<file path="config.mk">
export PLATFORM = sky130hd
export DESIGN_NAME = mem_write_arbi_rr
export DESIGN_NICKNAME = d
export VERILOG_FILES = /design/src/rtl/mem_write_arbi_rr.sv
export SDC_FILE = /design/constraint.sdc
export NUM_CORES = 1
export LEC_CHECK = 0
export ABC_CLOCK_PERIOD_IN_PS = 2790
export CELL_PAD_IN_SITES_DETAIL_PLACEMENT = 0
export CELL_PAD_IN_SITES_GLOBAL_PLACEMENT = 2
export CORE_MARGIN = 10
export CORE_UTILIZATION = 17
export DETAILED_ROUTE_END_ITERATION = 6
export PLACE_DENSITY_LB_ADDON = 0.1
export SLEW_MARGIN = 10
export SYNTH_ARGS = -nofsm -noshare
export SYNTH_HDL_FRONTEND = slang
export SYNTH_SLANG_ARGS = --single-unit
</file>
<file path="constraint.sdc">
create_clock -name mem_clk -period 2.79 [get_ports mem_clk]
set_input_delay 0.558 -clock mem_clk [delete_from_list [all_inputs] [get_ports mem_clk]]
set_output_delay 0.558 -clock mem_clk [all_outputs]
set_load 0.05 [all_outputs]
</file>
<file path="src/rtl/mem_write_arbi_rr.sv">
// N-channel burst write arbiter: one-cycle grant search (round-robin or fixed
// priority) in front of a single memory-controller write port, with a watchdog.
module mem_write_arbi_rr #(
    parameter int CH_NUM        = 4,
    parameter int MEM_DATA_BITS = 64,
    parameter int ADDR_BITS     = 24,
    parameter int LEN_BITS      = 10,
    parameter int ARB_MODE      = 0,
    parameter int TIMEOUT       = 8000
) (
    input  logic                            mem_clk,
    input  logic                            rst_n,
    input  logic [CH_NUM-1:0]               ch_wr_burst_req,
    input  logic [CH_NUM*LEN_BITS-1:0]      ch_wr_burst_len,
    input  logic [CH_NUM*ADDR_BITS-1:0]     ch_wr_burst_addr,
    input  logic [CH_NUM*MEM_DATA_BITS-1:0] ch_wr_burst_data,
    output logic [CH_NUM-1:0]               ch_wr_burst_data_req,
    output logic [CH_NUM-1:0]               ch_wr_burst_finish,
    output logic [CH_NUM-1:0]               ch_wr_burst_timeout,
    output logic [CH_NUM-1:0]               wr_grant,
    output logic                            wr_burst_req,
    output logic [LEN_BITS-1:0]             wr_burst_len,
    output logic [ADDR_BITS-1:0]            wr_burst_addr,
    input  logic                            wr_burst_data_req,
    output logic [MEM_DATA_BITS-1:0]        wr_burst_data,
    input  logic                            wr_burst_finish
);
    localparam int IW = (CH_NUM > 1) ? $clog2(CH_NUM) : 1;
    localparam int CW = $clog2(TIMEOUT + 1);

    typedef enum logic [2:0] {
        S_IDLE  = 3'd0,
        S_ARB   = 3'd1,
        S_BEGIN = 3'd2,
        S_WRITE = 3'd3,
        S_END   = 3'd4
    } state_t;

    state_t                 r_state;
    state_t                 w_state_nxt;
    logic [IW-1:0]          r_g;
    logic [IW-1:0]          r_ptr;
    logic [1:0]             r_fin_pipe;
    logic [CW-1:0]          r_wd_cnt;
    logic [CH_NUM-1:0]      r_grant;
    logic [CH_NUM-1:0]      r_ch_finish;
    logic [CH_NUM-1:0]      r_ch_timeout;
    logic                   r_wr_burst_req;
    logic [LEN_BITS-1:0]    r_len;
    logic [ADDR_BITS-1:0]   r_addr;
    logic [CH_NUM-1:0]      w_elig;
    logic [IW-1:0]          w_cand;
    logic [IW-1:0]          w_win_idx;
    logic                   w_win_found;
    logic                   w_fin_hit;
    logic                   w_tmo_hit;

    function automatic logic [IW-1:0] wrap_idx(input logic [IW-1:0] base, input int unsigned step);
        int unsigned sum;
        sum = 32'(base) + step;
        if (sum >= CH_NUM) begin
            sum = sum - CH_NUM;
        end else begin
            sum = sum;
        end
        return sum[IW-1:0];
    endfunction

    function automatic logic [CH_NUM-1:0] onehot(input logic [IW-1:0] idx);
        logic [CH_NUM-1:0] v;
        v = {CH_NUM{1'b0}};
        v[idx] = 1'b1;
        return v;
    endfunction

    // Eligibility and single-cycle winner search (first eligible from the start point).
    always_comb begin
        w_elig      = {CH_NUM{1'b0}};
        w_cand      = {IW{1'b0}};
        w_win_idx   = {IW{1'b0}};
        w_win_found = 1'b0;
        for (int i = 0; i < CH_NUM; i++) begin
            w_elig[i] = ch_wr_burst_req[i] && (ch_wr_burst_len[i*LEN_BITS +: LEN_BITS] != {LEN_BITS{1'b0}});
        end
        for (int k = 0; k < CH_NUM; k++) begin
            if (ARB_MODE == 1) begin
                w_cand = IW'(k);
            end else begin
                w_cand = wrap_idx(r_ptr, 32'(k));
            end
            if (!w_win_found && w_elig[w_cand]) begin
                w_win_found = 1'b1;
                w_win_idx   = w_cand;
            end else begin
                w_win_found = w_win_found;
            end
        end
    end

    // A finish that coincides with the watchdog limit wins over the timeout.
    always_comb begin
        w_fin_hit = (r_state == S_WRITE) && r_fin_pipe[1];
        w_tmo_hit = (r_state == S_WRITE) && !r_fin_pipe[1] && (r_wd_cnt == CW'(TIMEOUT));
    end

    // FSM state register.
    always_ff @(posedge mem_clk or negedge rst_n) begin
        if (!rst_n) begin
            r_state <= S_IDLE;
        end else begin
            r_state <= w_state_nxt;
        end
    end

    // FSM next-state logic.
    always_comb begin
        w_state_nxt = r_state;
        case (r_state)
            S_IDLE:  w_state_nxt = S_ARB;
            S_ARB:   w_state_nxt = w_win_found ? S_BEGIN : S_ARB;
            S_BEGIN: w_state_nxt = S_WRITE;
            S_WRITE: w_state_nxt = (w_fin_hit || w_tmo_hit) ? S_END : S_WRITE;
            S_END:   w_state_nxt = S_ARB;
            default: w_state_nxt = S_IDLE;
        endcase
    end

    // Grant, burst command, finish pipe, watchdog and per-channel pulses.
    always_ff @(posedge mem_clk or negedge rst_n) begin
        if (!rst_n) begin
            r_g            <= {IW{1'b0}};
            r_ptr          <= {IW{1'b0}};
            r_fin_pipe     <= 2'b00;
            r_wd_cnt       <= {CW{1'b0}};
            r_grant        <= {CH_NUM{1'b0}};
            r_ch_finish    <= {CH_NUM{1'b0}};
            r_ch_timeout   <= {CH_NUM{1'b0}};
            r_wr_burst_req <= 1'b0;
            r_len          <= {LEN_BITS{1'b0}};
            r_addr         <= {ADDR_BITS{1'b0}};
        end else begin
            r_fin_pipe   <= {r_fin_pipe[0], wr_burst_finish};
            r_ch_finish  <= {CH_NUM{1'b0}};
            r_ch_timeout <= {CH_NUM{1'b0}};
            if ((r_state == S_BEGIN) || (r_state == S_WRITE)) begin
                r_wd_cnt <= r_wd_cnt + CW'(1);
            end else begin
                r_wd_cnt <= {CW{1'b0}};
            end
            case (r_state)
                S_ARB: begin
                    if (w_win_found) begin
                        r_g     <= w_win_idx;
                        r_grant <= onehot(w_win_idx);
                    end else begin
                        r_grant <= {CH_NUM{1'b0}};
                    end
                end
                S_BEGIN: begin
                    r_len          <= ch_wr_burst_len[r_g*LEN_BITS +: LEN_BITS];
                    r_addr         <= ch_wr_burst_addr[r_g*ADDR_BITS +: ADDR_BITS];
                    r_wr_burst_req <= 1'b1;
                end
                S_WRITE: begin
                    if (r_wr_burst_req && (wr_burst_data_req || w_tmo_hit)) begin
                        r_wr_burst_req <= 1'b0;
                    end else begin
                        r_wr_burst_req <= r_wr_burst_req;
                    end
                    if (w_fin_hit || w_tmo_hit) begin
                        r_ch_finish  <= onehot(r_g);
                        r_ch_timeout <= w_tmo_hit ? onehot(r_g) : {CH_NUM{1'b0}};
                    end else begin
                        r_ch_finish  <= {CH_NUM{1'b0}};
                    end
                end
                S_END: begin
                    r_ptr   <= wrap_idx(r_g, 32'd1);
                    r_grant <= {CH_NUM{1'b0}};
                end
                default: begin
                    r_grant <= r_grant;
                end
            endcase
        end
    end

    // Data strobe and write data follow the owner only while the burst is open.
    always_comb begin
        ch_wr_burst_data_req = {CH_NUM{1'b0}};
        wr_burst_data        = {MEM_DATA_BITS{1'b0}};
        if (r_state == S_WRITE) begin
            ch_wr_burst_data_req[r_g] = wr_burst_data_req;
            wr_burst_data             = ch_wr_burst_data[r_g*MEM_DATA_BITS +: MEM_DATA_BITS];
        end else begin
            wr_burst_data = {MEM_DATA_BITS{1'b0}};
        end
    end

    assign ch_wr_burst_finish  = r_ch_finish;
    assign ch_wr_burst_timeout = r_ch_timeout;
    assign wr_grant            = r_grant;
    assign wr_burst_req        = r_wr_burst_req;
    assign wr_burst_len        = r_len;
    assign wr_burst_addr       = r_addr;

endmodule

</file>
Yosys cells after proc, flatten, opt, wreduce, memory -nomap -nowiden
Index checks and enable logic that the tools add are counted.
{ "word_totals": {"reg_bits": 69, "output_inout_bits": 115, "romBits": 0, "latch_bits": 0, "in_bits": 400, "ram_bits": 0, "memories": 0} }
{ "classes": {"n_mux": 40, "n_addsub": 10, "bitwise": 1, "n_div": 0, "multipliers": 2, "n_shift": 3, "reduce_logical": 30, "n_eq_ne": 6, "n_lt_le_gt_ge": 13} }
{ "ops": {"columns": ["op", "n"], "rows": [
  ["variable part select 256 x 9 -> 64 bit", 1],
  ["variable part select 96 x 8 -> 24 bit", 1],
  ["2-to-1 mux 64 bit", 1],
  ["nonzero test 10 bit", 4],
  ["variable part select 40 x 7 -> 10 bit", 1],
  ["2-to-1 mux 4 bit", 7],
  ["2-to-1 mux 2 bit", 10],
  ["< comparator 2 x 3 -> 1 bit, second input constant", 6],
  ["adder 13 x 1 -> 13 bit, second input constant", 1],
  ["== test 13 bit, second input constant", 1],
  ["logical AND 1 bit", 13],
  ["2-to-1 mux 13 bit", 1],
  [">= comparator 3 bit, second input constant", 4],
  ["one-hot mux 3 bit (4 select lines)", 1],
  ["2-to-1 mux 1 bit", 11],
  ["subtractor 2 x 1 -> 2 bit, second input constant", 5],
  ["binary-select mux 1 bit (select 2 bit)", 4],
  ["one-hot mux 4 bit (2 select lines)", 1],
  ["adder 2 x 1 -> 3 bit, second input constant", 2],
  ["adder 2 x 2 -> 3 bit, second input constant", 2],
  ["== test 3 x 2 -> 1 bit, second input constant", 2],
  ["multiplier 2 x 3 -> 5 bit, second input constant", 1],
  ["AND 4 bit", 1],
  ["demux 1 bit (select 2 bit)", 2],
  ["14 further kinds", 22]
]} }

Depth between registers and ports, before layout
Gate-level depths: netlist of run 1.
{ "logic_depth": {"ltp_word": 20, "mapped_depth": 7, "mapped_depth_nobuf": 7} }

Worst setup path before layout of run 1
No wires, ideal clock.
{ "synth_timing": {"path_type": "reg-to-output", "start": "reg r_g[0]", "end": "out wr_burst_data[56]", "n_path_buf": 2, "path_stages_with_launch": 5, "arrival_time_ps": 2020, "t_required_ps": 2232, "slack_ps": 212, "cell_sequence": "dfrtp_1 -> buf_2 -> buf_1 -> mux4_2 -> nor2b_1"} }
{ "synth_between": {"elab_chain_cells": 2} }
{ "synth_lines": {"columns": ["element", "line", "text"], "rows": [
  ["from (decl)", "41", "logic [IW-1:0] r_g;"],
  ["from (signal assigned)", "131", "r_g <= {IW{1'b0}};"],
  ["from (signal assigned)", "153", "r_g <= w_win_idx;"],
  ["variable part select 256 x 9 -> 64 bit", "194", "wr_burst_data = ch_wr_burst_data[r_g*MEM_DATA_BITS +: MEM_DATA_BITS];"],
  ["2-to-1 mux 64 bit", "192", "if (r_state == S_WRITE) begin"],
  ["to (decl)", "25", "output logic [MEM_DATA_BITS-1:0] wr_burst_data,"]
]} }
Every way passes these cells.

Final worst setup path of run 1
{ "layout_timing": {"start": "reg r_state[2]", "end": "out wr_burst_data[32]"} }
{ "layout_between": {"elab_chain_cells": 2} }
{ "layout_lines": {"columns": ["element", "line", "text"], "rows": [
  ["from (decl)", "39", "state_t r_state;"],
  ["from (signal assigned)", "111", "r_state <= w_state_nxt;"],
  ["== test 3 x 2 -> 1 bit", "192", null],
  ["2-to-1 mux 64 bit", "192", null]
]} }
Every way passes these cells.

==> results of run 1 <==
## power by group
| part | internal, mW | switching (mW) | total (mW) |
|---|---|---|---|
| logic | 4.28 | 4.85 | 9.13 |
| clock network | 0.695 | 0.479 | 1.17 |
| registers | 1.37 | 0.235 | 1.61 |
## timing repair
item                       CTS  global route
setup endpoints to repair   32             0
hold endpoints to repair     0             0
setup buffers                4             0
## registers in the layout, summed over array words and instances, names as in the netlist
register             count
wr_grant                 4
r_wd_cnt                13
wr_burst_req             1
r_ptr                    2
r_state                  3
ch_wr_burst_finish       4
r_fin_pipe               2
r_g                      2
ch_wr_burst_timeout      4
wr_burst_len            10
wr_burst_addr           24
## cell type report
cell class                 instances  area, um^2  area share (%)
sequential                        69        1730            13.8
clock buffer                       9         225            1.79
clock inverter                     6        71.3           0.568
timing repair buffer             545        6110            48.6
tap                              448         561            4.46
inverter                           9        33.8           0.269
multi-input combinational        321        3830            30.5
## final timing paths
kind / startpoint / slack, ps / endpoint
worst max-delay path: r_state[2] / 180 / wr_burst_data[32]
worst min-delay path: rst_n / 190 / r_wd_cnt[10]
worst max register to register: r_g[0] / 600 / wr_burst_addr[19]
worst min register to register: r_fin_pipe[0] / 350 / r_fin_pipe[1]
max in group asynchronous: rst_n / 2020 / wr_burst_len[5]
min in group mem_clk: r_fin_pipe[0] / 350 / r_fin_pipe[1]
## synthesized netlist by cell type (all sizes together) (2+ instances only)
master | instances | area (um^2)
xor2 | 6 | 52.6
a31oi | 5 | 31.3
inv | 9 | 33.8
nand2 | 14 | 52.6
and3 | 5 | 31.3
mux4 | 98 | 2210
or3 | 3 | 18.8
dfrtp | 69 | 1730
nand3 | 5 | 25.0
and2 | 7 | 43.8
a21oi | 4 | 20.0
or4 | 5 | 41.3
ha | 6 | 75.1
mux2 | 35 | 394
o41a | 3 | 33.8
nor2b | 64 | 400
nor4 | 5 | 31.3
nand4 | 3 | 18.8
clkbuf | 23 | 86.3
a22o | 2 | 17.5
o21ai | 9 | 45.0
o41ai | 3 | 52.6
nand2b | 3 | 18.8
buf | 12 | 53.8
nor2 | 16 | 60.1
o22ai | 2 | 12.5
xnor2 | 3 | 26.3
nor3 | 4 | 20.0
nand3b | 3 | 22.5
## cells by family after synthesis
family,Yosys count
buffers and inverters,44
adder cells (fa/ha/maj),6
AND/OR/NAND/NOR,139
XOR/XNOR,9
multiplexers,133
AO/OA/AOI/OAI,34
flip-flops,69
## layer usage
| metal | up-vias | wire (um) |
|---|---|---|
| met2 | 298 | 19600 |
| li1 | 2763 | - |
| met1 | 3020 | 14700 |
| met4 | 16 | 478 |
| met5 | - | 94 |
| met3 | 34 | 3800 |
## metrics by stage
stage,hold WS (ps),util [%]
floorplan,262,-
global placement,338,36.6
detailed placement,336,36.6
CTS,207,37.7
global route,233,37.7
finish,193,37.7
==> results.md, run 1 <==
- Outcome: completed
- Design area: between 0.01 and 0.015 mm^2
- Post-synthesis xor/xnor area fraction: under 10%
- Nets: approximately 1400
- Setup violators final: 0
- Final hold vios: 0
- Post-DR vias/cell: 4.36
- Crit-path most repeated cell: buf_4
- DPL Wire Length: roughly 34 mm
- Worst vdd ir: around 0.4 mV
- Final clock skew: just over 10 ps
- Worst Path Required: about 2200 ps
- Syn_area_per_cell: 13.2 um^2
- Starting Density: between 10% and 20%
- CTS sink count: 69
- Total track usage: ~18%
- Synth Area in Compound Gates: 4.61%
- Hold buffer count at cts: 0
- P per Cell Area: ~950 mW/mm^2
- Crit path DAT: 2050 ps
- Setup TNS: 0 ps
- Flops & latches, synth: just under 70
- Std-Cell Rows: between 60 and 70
- EDFF count, synth: 0
- Seq/Total Area, Yosys: between 30 and 40%
- Drt wl/cell: about 27 um
- Vias in the first global route: between 6000 and 7000
- CTS Buf Count: 9
- Final Max Tran Viols: 0
- Post-synth cell types: 43
- Final min period: 2610 ps
- DR iter-0 viols: roughly 290
- CP startpoint kind: flop
- CP cell instances: nand3b_1 > buf_4 > buf_4 > nor2b_1 > buf_12
- Relative slew margins: slightly below 60%
- Worst slew pin tran: approximately 620 ps
- IO Port Bufs: slightly above 500
- RSZ-0062 raised after global routing: false
- DRC: 0
- HP Class: input pin to async pin
- Worst-Skew Late Latency: approximately 340 ps
- CORE AREA: between 0.03 and 0.04 mm^2
- I/O Pins: just over 500
- Post-synth top flop: dfrtp_1
- Layout cell share with drive strength beyond 1: approximately a quarter
- Pre-antenna DRT Iters: 4
- Initial antenna violation count: 10
- CTS H-tree lvls: 3
- Chip width: 204 um
- CP top delay family: buffers and inverters
- Period utilization: between 90% and 100%
- Clk buf depth: 2
- N_diodes: 0
- Worst-path clk slew: around 60 ps
- Slowest-stage cell, CP: dfrtp_1
- FMAX: 0.384 GHz
- Die Height: 204 um
- Leakage: about 4.6 nW
- Cts repair resizes: 0
- GRT overflow: 0
- Mapped cell area: approximately 0.0057 mm^2
- Max Cap Violations: 0
- Cells after synthesis: around 430
- Routed WL: roughly 39 mm
- Post-synthesis mux area share: between 40% and 50%
- Met1 Track Usage GR: about a fifth
- Crit end category: output pin
- Most common cell after layout, fill and taps aside: clkdlybuf4s50_1
- Filler instances: around 3300
- Yosys warns: 0
- Total Power: 11.9 mW
- Largest net degree at the start of global routing: 39
- Placed insts: about 1400
- CP bufs+invs: 3
- Critical Path Stages: 5
- CTS tree: done
- Worst R2R Path Depth: 5
- Worst-path maximum fanout: 21
- Non-filler cells, final: around 1400
- Met2 GRT Util: between 30% and 40%
- DR vias: 6131
- Root buf cell: clkbuf_16
- Syn Nets: 840
- Placed cell areas: approximately 0.012 mm^2
- Area growth, synth to finish: 119%
- Simple-gate share of the synthesized area: roughly 14%
- WS Path Type: flop to output pin
- Commonest non-fill, non-tap cells in the layout: clkdlybuf4s50_1 (445), mux4_2 (97), buf_12 (72)
- GRT Max-Usage Layer: met2
- Async set-or-reset flop fraction in the synthesized netlist: between 90% and 100%
- Met3 Use GR: between 7 and 8%
- Largest family of logic cells by synthesized area: multiplexers
- Adder-Cell Fraction of Synth Area: under 10%
- Routability cong.: between 0.8 and 0.9
- Pre-CTS setup slack: -133 ps
- CP peak stage delay: roughly 440 ps
- First-pass GRT wire length: approximately 52 mm
- Fin worst setup slack: roughly 180 ps
- Die ar.: between 0.04 and 0.05 mm^2
- Final ANT Viol Nets: 0
(Power assumes the default switching activity.)
==> inputs of run 2 (changes only) <==
ABC_CLOCK_PERIOD_IN_PS = not set   (was 2790)
CORE_ASPECT_RATIO = 0.9   (was not set)
GPL_ROUTABILITY_DRIVEN = 0   (was not set)
==> results.md, run 2 (synthesis gave the netlist of run 1 again) <==
- DPL Wire Length: roughly 32 mm
- Final Max Tran Viols: 0
- Worst R2R Path Depth: 6
- Critical Path Start: r_g[0]
- Total Power: between 10 and 15 mW
- Placed cell areas: 0.0116 mm^2
- RSZ-0062 raised after global routing: false
- Worst vdd ir: ~0.49 mV
- First-pass GRT wire length: 50.7 mm
- Cts repair resizes: 0
- Largest net degree at the start of global routing: 70
- CP peak stage delay: between 500 and 600 ps
- Period utilization: a little over nine tenths
- Routed WL: about 37 mm
- CTS sink count: 69
- WS Path Type: flop to output pin
- CP top delay family: flip-flops
- Most common cell after layout, fill and taps aside: clkdlybuf4s50_1
- CTS Buf Count: 9
- Met2 GRT Util: 31.4%
- Relative slew margins: about 58%
- Max Cap Violations: 0
- Crit path DAT: 2100 ps
- Area growth, synth to finish: 109%
- Std-Cell Rows: 63
- HP Class: input pin to async pin
- Worst slew pin tran: 628 ps
- P per Cell Area: just over 900 mW/mm^2
- Die Height: approximately 190 um
- Hold buffer count at cts: 0
- Root buf cell: clkbuf_16
- Setup violators final: 0
- Chip width: between 200 and 250 um
- Met1 Track Usage GR: between 10% and 20%
- Filler instances: around 3200
- Starting Density: between 10% and 20%
- CP bufs+invs: 2
- Postcts setup bufs: 0
- Design area: 0.0120 mm^2
- Total track usage: between 10% and 20%
- Slowest-stage cell, CP: dfrtp_4
- Worst Path Required: between 2000 and 2500 ps
- Worst-Skew Late Latency: about 340 ps
- Pre-antenna DRT Iters: 4
- GRT Max-Usage Layer: met2
- Leakage: ~4.5 nW
- CP startpoint kind: flop
- I/O Pins: around 500
- Commonest non-fill, non-tap cells in the layout: clkdlybuf4s50_1 (445), mux4_2 (97), buf_4 (68)
- R2R setup slack: 560 ps
- N_diodes: 0
- Smallest hold slack: roughly 200 ps
- GRT overflow: 0
- Final hold vios: 0
- Worst-path clk slew: roughly 60 ps
- Worst-path maximum fanout: 13
- FMAX: around 0.38 GHz
- Max FFs per register: 24
- Vias in the first global route: around 6300
- Nets: 1355
- Worst R2R End: ch_wr_burst_finish[3]
- Post-DR vias/cell: 4.29
- Layout cell share with drive strength beyond 1: around a quarter
- Die ar.: 0.0414 mm^2
- Initial antenna violation count: 2
- FF-to-FF Start: r_state[0]
- Drt wl/cell: approximately 27 um
- CP cell instances: buf_4 > mux4_2 > nor2b_1 > buf_12
- Outcome: completed
- DR vias: between 5000 and 6000
- Met3 Use GR: under 10%
- Clk buf depth: 2
- CTS tree: done
- Final min period: between 2000 and 3000 ps
- DR iter-0 viols: approximately 230
- Util after Layout: between 30% and 40%
- Final clock skew: about 5.4 ps
- Final ANT Viol Nets: 0
- IO Port Bufs: approximately 500
- CORE AREA: approximately 0.033 mm^2
- DRC: 0
- Crit end category: output pin
- CTS H-tree lvls: 3
## run 2: changes by cell type in the layout (fill, tap and decap cells not counted), sizes merged
cell      before  now
buf          100   94
inv           11    9
clkinvlp       2    1
bufinv         1    3
clkinv         1    2
clkbuf         9   10
## run 2: per-stage QoR
stage               TNS (ps)  instances  setup slack, ps
CTS                        0       1376             77.4
global route               0       1376             18.8
floorplan                  0        434              212
finish                     0       1376              135
detailed placement      -213       1360             -122
global placement        -174       1360             -117
## run 2: final cells by class
| cell class | count | area (um^2) | area share, % |
|---|---|---|---|
| multi-input combinational | 321 | 3830 | 32.1 |
| sequential | 69 | 1730 | 14.5 |
| clock buffer | 10 | 229 | 1.92 |
| timing repair buffer | 539 | 5490 | 45.9 |
| tap | 422 | 528 | 4.42 |
| inverter | 9 | 33.8 | 0.283 |
| clock inverter | 6 | 111 | 0.932 |
## run 2: worst max-delay path by stage
stage                     slack (ps)                end  cells after the start
final                            140  wr_burst_data[54]                      4
after CTS                         80  wr_burst_data[54]                      4
after global placement          -120        wr_grant[0]                      6
after floorplan                  210  wr_burst_data[56]                      4
after detailed placement        -120        wr_grant[0]                      6
after global routing              20  wr_burst_data[48]                      4
## run 2: where the power goes
part	internal (mW)	total (mW)	leakage, nW	switching [mW]
Sequential	1.37	1.69	0.861	0.321
Combinational	3.57	8.10	3.44	4.53
Clock	0.874	1.34	0.163	0.462
## run 2: routing by layer
metal  up-vias  wire length (um)  part of all wire, %
li1       2754                 -                    -
met5         -                27                0.073
met2       228             19700                   54
met1      2903             13700                   37
met3        15              3230                  8.8
met4         4               127                 0.35
